**src/rtl/port_settle_monitor_if.sv**
```systemverilog
// port_settle_monitor_if: sample stream in, settling verdict out
interface port_settle_monitor_if #(parameter int DW = 12, parameter int CW = 11);
   logic          start;
   logic          smp_valid;
   logic [DW-1:0] smp_data;
   logic          smp_ready;
   logic          busy;
   logic          done;
   logic          settled;
   logic          timeout;
   logic [DW-1:0] settle_val;
   logic [CW-1:0] settle_cnt;
   modport master (output start, smp_valid, smp_data,
                   input smp_ready, busy, done, settled, timeout, settle_val, settle_cnt);
   modport slave  (input start, smp_valid, smp_data,
                   output smp_ready, busy, done, settled, timeout, settle_val, settle_cnt);
endinterface

```
**src/rtl/port_settle_monitor.sv**
```systemverilog
// port_settle_monitor: declares port-2 settled after NSTABLE samples within TOL of the run's
// first sample, or timeout after TMO accepted samples
module port_settle_monitor #(
   parameter int DW      = 12,
   parameter int TOL     = 4,
   parameter int NSTABLE = 8,
   parameter int TMO     = 1024,
   parameter int CW      = 11
) (
   input logic                  clk,
   input logic                  rst,
   port_settle_monitor_if.slave bus
);
   localparam int SW = $clog2(NSTABLE + 1);
   typedef enum logic [1:0] {IDLE, TRACK, SETTLED, TIMEOUT} state_e;
   state_e        state_q, state_d;
   logic [DW-1:0] ref_q, ref_d, val_q, val_d;
   logic [SW-1:0] stable_q, stable_d;
   logic [CW-1:0] cnt_q, cnt_d, scnt_q, scnt_d;
   logic          done_q, done_d, settled_q, settled_d, timeout_q, timeout_d;
   logic [DW:0]   diff;
   logic          xfer;
   assign xfer = (state_q == TRACK) && bus.smp_valid;
   // one extra bit so 0 vs 2^DW-1 yields the true distance
   assign diff = (bus.smp_data > ref_q) ? {1'b0, bus.smp_data} - {1'b0, ref_q}
                                        : {1'b0, ref_q} - {1'b0, bus.smp_data};
   always_comb begin
      state_d   = state_q;
      ref_d     = ref_q;
      val_d     = val_q;
      stable_d  = stable_q;
      cnt_d     = cnt_q;
      scnt_d    = scnt_q;
      settled_d = settled_q;
      timeout_d = timeout_q;
      done_d    = 1'b0;
      if (bus.start) begin
         state_d   = TRACK;
         cnt_d     = '0;
         stable_d  = '0;
         settled_d = 1'b0;
         timeout_d = 1'b0;
         val_d     = '0;
         scnt_d    = '0;
      end else if (xfer) begin
         cnt_d = cnt_q + CW'(1);
         if (stable_q == '0 || diff > (DW+1)'(TOL)) begin
            ref_d    = bus.smp_data;
            stable_d = SW'(1);
         end else
            stable_d = stable_q + SW'(1);
         if (stable_d == SW'(NSTABLE)) begin
            state_d   = SETTLED;
            settled_d = 1'b1;
            val_d     = ref_d;
            scnt_d    = cnt_d;
            done_d    = 1'b1;
         end else if (cnt_d == CW'(TMO)) begin
            state_d   = TIMEOUT;
            timeout_d = 1'b1;
            done_d    = 1'b1;
         end
      end
   end
   always_ff @(posedge clk) begin
      if (rst) begin
         state_q   <= IDLE;
         ref_q     <= '0;
         val_q     <= '0;
         stable_q  <= '0;
         cnt_q     <= '0;
         scnt_q    <= '0;
         done_q    <= 1'b0;
         settled_q <= 1'b0;
         timeout_q <= 1'b0;
      end else begin
         state_q   <= state_d;
         ref_q     <= ref_d;
         val_q     <= val_d;
         stable_q  <= stable_d;
         cnt_q     <= cnt_d;
         scnt_q    <= scnt_d;
         done_q    <= done_d;
         settled_q <= settled_d;
         timeout_q <= timeout_d;
      end
   end
   assign bus.smp_ready  = (state_q == TRACK);
   assign bus.busy       = (state_q == TRACK);
   assign bus.done       = done_q;
   assign bus.settled    = settled_q;
   assign bus.timeout    = timeout_q;
   assign bus.settle_val = val_q;
   assign bus.settle_cnt = scnt_q;
endmodule

```
**src/flat_wrapper.sv**
```systemverilog
// flat-port wrapper written by rule: the top's interface ports become plain ports
module port_settle_monitor_flat 
#(
   parameter int DW      = 12,
   parameter int TOL     = 4,
   parameter int NSTABLE = 8,
   parameter int TMO     = 1024,
   parameter int CW      = 11
)
  (clk, rst, bus_start, bus_smp_valid, bus_smp_data, bus_smp_ready, bus_busy, bus_done, bus_settled, bus_timeout, bus_settle_val, bus_settle_cnt);
  port_settle_monitor_if #(.DW(DW), .CW(CW)) bus_i ();
  input logic clk;
  input logic rst;
  input wire logic [$bits(bus_i.start)-1:0] bus_start;
  input wire logic [$bits(bus_i.smp_valid)-1:0] bus_smp_valid;
  input wire logic [$bits(bus_i.smp_data)-1:0] bus_smp_data;
  output wire logic [$bits(bus_i.smp_ready)-1:0] bus_smp_ready;
  output wire logic [$bits(bus_i.busy)-1:0] bus_busy;
  output wire logic [$bits(bus_i.done)-1:0] bus_done;
  output wire logic [$bits(bus_i.settled)-1:0] bus_settled;
  output wire logic [$bits(bus_i.timeout)-1:0] bus_timeout;
  output wire logic [$bits(bus_i.settle_val)-1:0] bus_settle_val;
  output wire logic [$bits(bus_i.settle_cnt)-1:0] bus_settle_cnt;
  assign bus_i.start = bus_start;
  assign bus_i.smp_valid = bus_smp_valid;
  assign bus_i.smp_data = bus_smp_data;
  assign bus_smp_ready = bus_i.smp_ready;
  assign bus_busy = bus_i.busy;
  assign bus_done = bus_i.done;
  assign bus_settled = bus_i.settled;
  assign bus_timeout = bus_i.timeout;
  assign bus_settle_val = bus_i.settle_val;
  assign bus_settle_cnt = bus_i.settle_cnt;
  port_settle_monitor #(.DW(DW), .TOL(TOL), .NSTABLE(NSTABLE), .TMO(TMO), .CW(CW)) u_core (.clk(clk), .rst(rst), .bus(bus_i));
endmodule
```
**config.mk**
```make
export PLATFORM = sky130hd
export DESIGN_NAME = port_settle_monitor_flat
export DESIGN_NICKNAME = d
export VERILOG_FILES = /design/src/rtl/port_settle_monitor_if.sv /design/src/rtl/port_settle_monitor.sv /design/src/flat_wrapper.sv
export SDC_FILE = /design/constraint.sdc
export NUM_CORES = 1
export LEC_CHECK = 0
export ABC_AREA = 1
export BUFFER_PORTS_ARGS = -buffer_cell sky130_fd_sc_hd__buf_2
export CAP_MARGIN = 30
export CORE_MARGIN = 2
export CORE_UTILIZATION = 40
export DETAILED_ROUTE_END_ITERATION = 16
export PLACE_DENSITY_LB_ADDON = 0.2
export SETUP_SLACK_MARGIN = 0.5
export SLEW_MARGIN = 20
export SYNTH_ARGS = -nofsm -noshare
export SYNTH_HDL_FRONTEND = slang
export SYNTH_SLANG_ARGS = --single-unit
```
**constraint.sdc**
```tcl
create_clock -name clk -period 2.6 [get_ports clk]
set_clock_uncertainty 0.2 [all_clocks]
set_input_delay 0.13 -clock clk [delete_from_list [all_inputs] [get_ports clk]]
set_output_delay 0.13 -clock clk [all_outputs]
set_load 0.03 [all_outputs]
```
==> flow_summary.json, run 1 <==
{
  "hp-class": "in2reg",
  "ys_top_cells_by_count": "nand2_1, inv_1, dfxtp_1, nor2_1, a21oi_1",
  "avgSynthCellArea_um2": 6.45,
  "finalWorstSetupSlack_ns": -0.261,
  "violations": "negative setup slack",
  "hpwl_um": 8240,
  "fin_nets": 803,
  "slew-limit-headroom_pct": 51.8,
  "synth_top_family_by_area": "simple AND/OR/NAND/NOR gates",
  "end_kind": "flip-flop",
  "maxSlewViolCount": 0,
  "drv_cap": 0,
  "via_per_inst": 4.78,
  "port_buffers": 43,
  "slowest_delay_ns": 0.36,
  "synthAdderAreaFrac_pct": 8.99,
  "cp-start-kind": "flip-flop",
  "pin_count": 44,
  "ir_drop_mv": 0.466,
  "worstPathArrival_ns": 2.88,
  "clock.fmax_mhz": 350,
  "synth_compound_area_share_pct": 11.9,
  "rows": 37,
  "synth_area_um2": 4200,
  "crit_chain": "ha_4 > fa_2 > inv_2 > nand3_2 > nand2_2 > nand2_2 > nand2_1 > nand2_1 > nand2_2 > nand3_2 > nand2_2 > nand2_2 > nor2_4 > nand3_4 > nor2_4 > nand3_4 > clkbuf_16 > nor2_2 > nor3b_2",
  "path_common_cell": "nand2_2",
  "initial_core_util_pct": 40.9,
  "cp_top_family": "simple AND/OR/NAND/NOR gates",
  "cts.clk_slew.worst_paths_ns": 0.11,
  "fin_crit_ns": 2.86,
  "report.final.setup_viol": 41,
  "antenna_found_initial": 0,
  "yosysMostFrequentCell": "nand2_1",
  "grt_max_degree": 25,
  "cp_num_buf_inv": 2,
  "drc": 0,
  "num_vias": 4278,
  "ant_nets": 0,
  "post-route-period-util_pct": 110,
  "rsz0062_at_grt": "yes",
  "clk_path_buf_depth": 2,
  "drt-wirelength-per-cell_um": 12.4,
  "syn2layout_area_growth_pct": 33.6,
  "synth_fp_nets": 697,
  "tns_ns": -7.02,
  "clock_latency_ns": 0.33,
  "track_usage_pct": 20.5,
  "crit_slowest_cell": "dfxtp_2",
  "cts_root_buf": "clkbuf_8",
  "drt_first_pass_iters": 5,
  "die_area_um2": 11300,
  "synth_top_area_share_pct": 26.2,
  "yosys.area_share.simple_pct": 35.1,
  "synthArstFlopShare_pct": 0,
  "crit_fanout": 9,
  "tritoncts": "done",
  "ys_seq_area_share_pct": 26.2,
  "ys.flop_type": "dfxtp_1",
  "htreeDepth": 2,
  "grt_overflow": 0,
  "outcome": "finished with violations",
  "critPathKind": "reg2reg",
  "globalplace.congestion": 0.893,
  "finalHoldViolations": 0,
  "crit_required_ns": 2.62,
  "ys_types": 40,
  "synth_area_leaders": "dfxtp_1, nand2_1, inv_1",
  "final_layout_size_suffix_gt1_share_pct": 33.7,
  "synth_xor_area_share_pct": 2.08,
  "total_power_uw": 1990,
  "muxShareOfSynthArea_pct": 0,
  "drt_wl_total_um": 11100,
  "grt_pass1_wl_um": 19100,
  "yosysTopAreaCell": "dfxtp_1",
  "ys_warn_count": 0,
  "cts_made_buffers": 5,
  "synthCells": 652,
  "drt_iter0_markers": 229,
  "core_area_um2": 10300,
  "cts_sinks": 55,
  "antenna_cells": 0,
  "worst_slew_pin_slew_ns": 0.718,
  "fp.dieW_um": 107,
  "synth_seq_cells": 55,
  "grt_pass1_vias": 4135,
  "die_h_um": 107,
  "power_per_cell_area_nw_per_um2": 355,
  "leakagePower_uw": 0.00297,
  "synth_edf_count": 0
}
## metal layers
metal	share of wire, %	routed length (µm)	up-vias	GRT usage [%]
li1	-	-	2219	-
met1	49	5440	1956	28.5
met5	0	0	-	0
met4	2.0	225	0	6.12
met3	3.6	398	19	3.07
met2	45	5020	84	32.7
## worst reg2reg max path, cell delays in order, from the launching register on
cell and delay (ns):
dfxtp_2 0.36, ha_4 0.16, fa_2 0.34, inv_2 0.07, nand3_2 0.07, nand2_2 0.09
nand2_2 0.06, nand2_1 0.06, nand2_1 0.07, nand2_2 0.09, nand3_2 0.08, nand2_2 0.06
nand2_2 0.06, nor2_4 0.13, nand3_4 0.11, nor2_4 0.14, nand3_4 0.18, clkbuf_16 0.26
nor2_2 0.11, nor3b_2 0.06
## power breakdown
part	internal (µW)	total, µW	switching [µW]
registers	858	871	13.1
clock network	223	533	310
logic	244	587	343
## placed cells by master, fill, tap and decap left out, types with 3 or more instances in the layout
| master | synthesis | layout |
|---|---|---|
| a21oi_1 | 41 | 36 |
| a21oi_2 | 2 | 7 |
| a31oi_1 | 3 | 3 |
| buf_2 | 3 | 43 |
| buf_4 | 4 | 64 |
| buf_6 | 4 | 5 |
| clkbuf_8 | 0 | 6 |
| dfxtp_1 | 55 | 50 |
| dfxtp_2 | 0 | 5 |
| ha_1 | 27 | 19 |
| ha_4 | 0 | 6 |
| inv_1 | 139 | 133 |
| inv_2 | 2 | 7 |
| nand2_1 | 171 | 152 |
| nand2_2 | 8 | 23 |
| nand2_4 | 1 | 5 |
| nand3_1 | 33 | 26 |
| nand3_2 | 0 | 7 |
| nand3b_1 | 3 | 3 |
| nand4_1 | 8 | 8 |
| nor2_1 | 44 | 25 |
| nor2_2 | 1 | 16 |
| nor2_4 | 5 | 9 |
| nor3b_2 | 17 | 18 |
| o21a_1 | 3 | 3 |
| o21ai_0 | 39 | 13 |
| o21ai_1 | 2 | 11 |
| o21ai_2 | 0 | 16 |
| xor2_1 | 9 | 9 |
## final timing paths
check                      from                  endpoint  slack (ns)  cells after the start
max             u_core.ref_q[0]  u_core.bus.settle_val[4]       -0.26                     19
min             bus_smp_data[4]           u_core.ref_q[4]        0.05                      6
max reg2reg     u_core.ref_q[0]  u_core.bus.settle_val[4]       -0.26                     19
min reg2reg  u_core.bus.settled        u_core.bus.settled        0.27                      1
## timing repair
action                                  in CTS  in global routing
endpoints found under the setup margin      44                 44
resized for setup                           74                 15
hold endpoints to repair                     1                  0
buffers inserted                             6                  2
cloned                                       1                  2
pin swaps                                    5                  1
hold buffers                                 2                  0
## state kept, by name (all words and copies together), names as in the netlist
register / cells
u_core.bus.settled: 1
u_core.cnt_q: 11
u_core.bus.settle_val: 12
u_core.bus.settle_cnt: 11
u_core.stable_q: 4
u_core.bus.timeout: 1
u_core.state_q: 2
u_core.ref_q: 12
u_core.bus.done: 1
## per-stage QoR
| step | hold WS (ns) | std cells | area, µm² | utilization (%) | worst slack [ns] |
|---|---|---|---|---|---|
| 5_1_grt | 0.0742 | 895 | 5610 | 54.6 | -0.467 |
| 4_1_cts | 0.0394 | 891 | 5500 | 53.5 | -0.213 |
| 3_3_place_gp | 0.219 | 874 | 5120 | 49.8 | -0.301 |
| 2_1_floorplan | 0.0788 | 652 | 4380 | - | 0.00732 |
| 3_5_place_dp | 0.232 | 874 | 5120 | 49.8 | -0.333 |
| 6_report | 0.0461 | 895 | 5610 | 54.6 | -0.261 |
## final cells by class
class                      instances  area [µm²]
fill                            1023        4660
clock inverter                     2        18.8
clock buffer                       6        82.6
inverter                         142         538
tap                              136         170
multi-input combinational        435        2810
timing repair buffer             119         890
sequential                        55        1110
## cells by family after synthesis
kind of cell             after synthesis
XOR/XNOR                              10
adder cells (fa/ha/maj)               29
AND/OR/NAND/NOR                      302
buffers and inverters                162
flip-flops                            55
AO/OA/AOI/OAI                         94
Note: power is estimated with default switching activity, not from simulation.
==> run 2: changes to the inputs <==
BUFFER_PORTS_ARGS = unset   (was -buffer_cell sky130_fd_sc_hd__buf_2)
CAP_MARGIN = unset   (was 30)
DONT_BUFFER_PORTS = 1   (was unset)
clock period = 2.94 ns   (was 2.6 ns; I/O delays follow)
==> run 2 against run 1 <==
The flow now finishes without violations; clock-buffer cell count down 1; sequential share of layout area up 0.55 points; hold slack improved by 0.14 ns; sequential power decreased by 11%; final area decreased by 2.7%; combinational power shrank 16%; clock power up 17%; core utilization shrank 1.5 points; critical path type unchanged.
==> flow_summary.json, run 2 (same netlist as run 1, synthesis figures left out) <==
{
  "fp.dieW_um": 107,
  "hpwl_um": 8010,
  "drt_first_pass_iters": 5,
  "report.final.setup_viol": 0,
  "clk_path_buf_depth": 2,
  "tns_ns": 0,
  "via_per_inst": 4.84,
  "grt_pass1_vias": 3887,
  "cts_sinks": 55,
  "worst_slew_pin_slew_ns": 0.603,
  "syn2layout_area_growth_pct": 30.0,
  "slew-limit-headroom_pct": 59.5,
  "htreeDepth": 2,
  "cts_root_buf": "clkbuf_8",
  "ir_drop_mv": 0.483,
  "final_layout_size_suffix_gt1_share_pct": 24.9,
  "cts_made_buffers": 5,
  "leakagePower_uw": 0.00269,
  "clock.fmax_mhz": 346,
  "drc": 0,
  "outcome": "finished clean",
  "cp_num_buf_inv": 5,
  "rsz0062_at_grt": "yes",
  "layout_commonest_cell": "nand2_1",
  "rows": 37,
  "fin_nets": 740,
  "multi_input_area_um2": 2920,
  "grt_pass1_wl_um": 18800,
  "utilization_pct": 53.2,
  "crit_slowest_cell": "dfxtp_4",
  "core_area_um2": 10300,
  "num_vias": 4024,
  "antenna_found_initial": 0,
  "drt_iter0_markers": 222,
  "crit_fanout": 6,
  "worstPathArrival_ns": 2.90,
  "tritoncts": "done",
  "antenna_cells": 0,
  "critPathKind": "reg2reg",
  "end_kind": "flip-flop",
  "num-fill-cells": 1006,
  "grt_max_degree": 25,
  "pin_count": 44,
  "drt-wirelength-per-cell_um": 13.9,
  "drt_wl_total_um": 11600,
  "cp-start-kind": "flip-flop",
  "post-route-period-util_pct": 98.4,
  "power_per_cell_area_nw_per_um2": 345,
  "grt_overflow": 0,
  "hp-class": "in2reg",
  "ant_nets": 0,
  "crit_required_ns": 2.95,
  "cp_top_family": "simple AND/OR/NAND/NOR gates",
  "track_usage_pct": 20.7,
  "cts.clk_slew.worst_paths_ns": 0.11,
  "crit_chain": "ha_4 > fa_2 > inv_2 > nand3_2 > nand2_2 > nand2_2 > nand2_1 > nand2_1 > nand2_1 > inv_1 > nor2_1 > nand3_1 > nand2_2 > nand3_4 > buf_4 > buf_12 > nand2_4 > o21ai_2 > buf_4 > nor2_4 > nor3b_2",
  "slowest_delay_ns": 0.38,
  "drv_cap": 0,
  "clock_latency_ns": 0.33,
  "globalplace.congestion": 0.875,
  "mostFrequentLayoutCells": "nand2_1, inv_1, dfxtp_1",
  "die_area_um2": 11300,
  "die_h_um": 107,
  "seq_area_um2": 1110,
  "port_buffers": 0,
  "finalHoldViolations": 0,
  "maxSlewViolCount": 0,
  "fin_crit_ns": 2.89,
  "initial_core_util_pct": 40.9
}
-- run 2: changes by cell type in the layout (fill, tap and decap cells not counted), moves of 3 or more --
cell	before	now
o21ai_4	1	8
ha_4	6	10
nand3_2	7	4
buf_2	43	0
dfxtp_2	5	2
nand2_4	5	13
buf_4	64	29
dlygate4sd3_1	2	20
buf_6	5	0
o21ai_2	16	6
nand3_1	26	29
nand2_1	152	145
-- run 2: final cells by class --
cell class | count | share of cell area [%]
inverters | 142 | 9.80
well taps | 136 | 3.11
multi-input cells | 435 | 53.5
repair buffers | 56 | 10.7
clock buffers | 5 | 1.26
flip-flops and latches | 55 | 20.3
clock inverters | 3 | 1.31
-- run 2: path summary, 6_finish.rpt --
check                                        from  slack, ns  cells past startpoint                   endpoint
worst max-delay path              u_core.ref_q[0]       0.05                     21  u_core.bus.settle_val[10]
worst min-delay path                    bus_start       0.18                      3            u_core.ref_q[1]
worst max register to register    u_core.ref_q[0]       0.05                     21  u_core.bus.settle_val[10]
worst min register to register  u_core.state_q[1]       0.28                      2          u_core.state_q[1]
-- run 2: routing by layer --
metal  GRT usage, %  vias to the layer above  share of wire (%)
met4           5.94                        0                1.9
met1           28.8                     1838                 48
met5              0                        -                  0
met3           3.80                       18                4.0
met2           32.9                       67                 46
li1               -                     2101                  -
-- run 2: where the power goes --
group / internal [µW] / switching [µW] / total (µW)
clock: 346 / 278 / 624
sequential: 758 / 12.6 / 771
combinational: 192 / 298 / 491
-- run 2: stage by stage --
stage	total power [µW]	hold slack, ns	area, µm²	setup WS [ns]	instances
global route	1990	0.223	5460	-0.140	832
CTS	1880	0.167	5310	0.144	827
finish	1890	0.182	5460	0.0478	832
detailed placement	1190	0.0234	4570	-0.0246	788
floorplan	1090	0.0958	4370	0.347	652
global placement	1180	0.0194	4570	0.0159	788
-- run 2: timing repair --
item	in CTS	in global routing
gates cloned	3	1
setup endpoints to repair	44	44
buffers inserted	8	4
resized for setup	79	23
hold buffers	20	0
endpoints found under the hold margin	38	0
pin swaps	5	1
-- run 2: worst register-to-register path: cells and delay by family, from the launching register on --
kind	cells	cell delay [ns]
flip-flops	1	0.38
adder cells (fa/ha/maj)	2	0.52
buffers and inverters	5	0.58
AO/OA/AOI/OAI	1	0.05
AND/OR/NAND/NOR	13	1.05
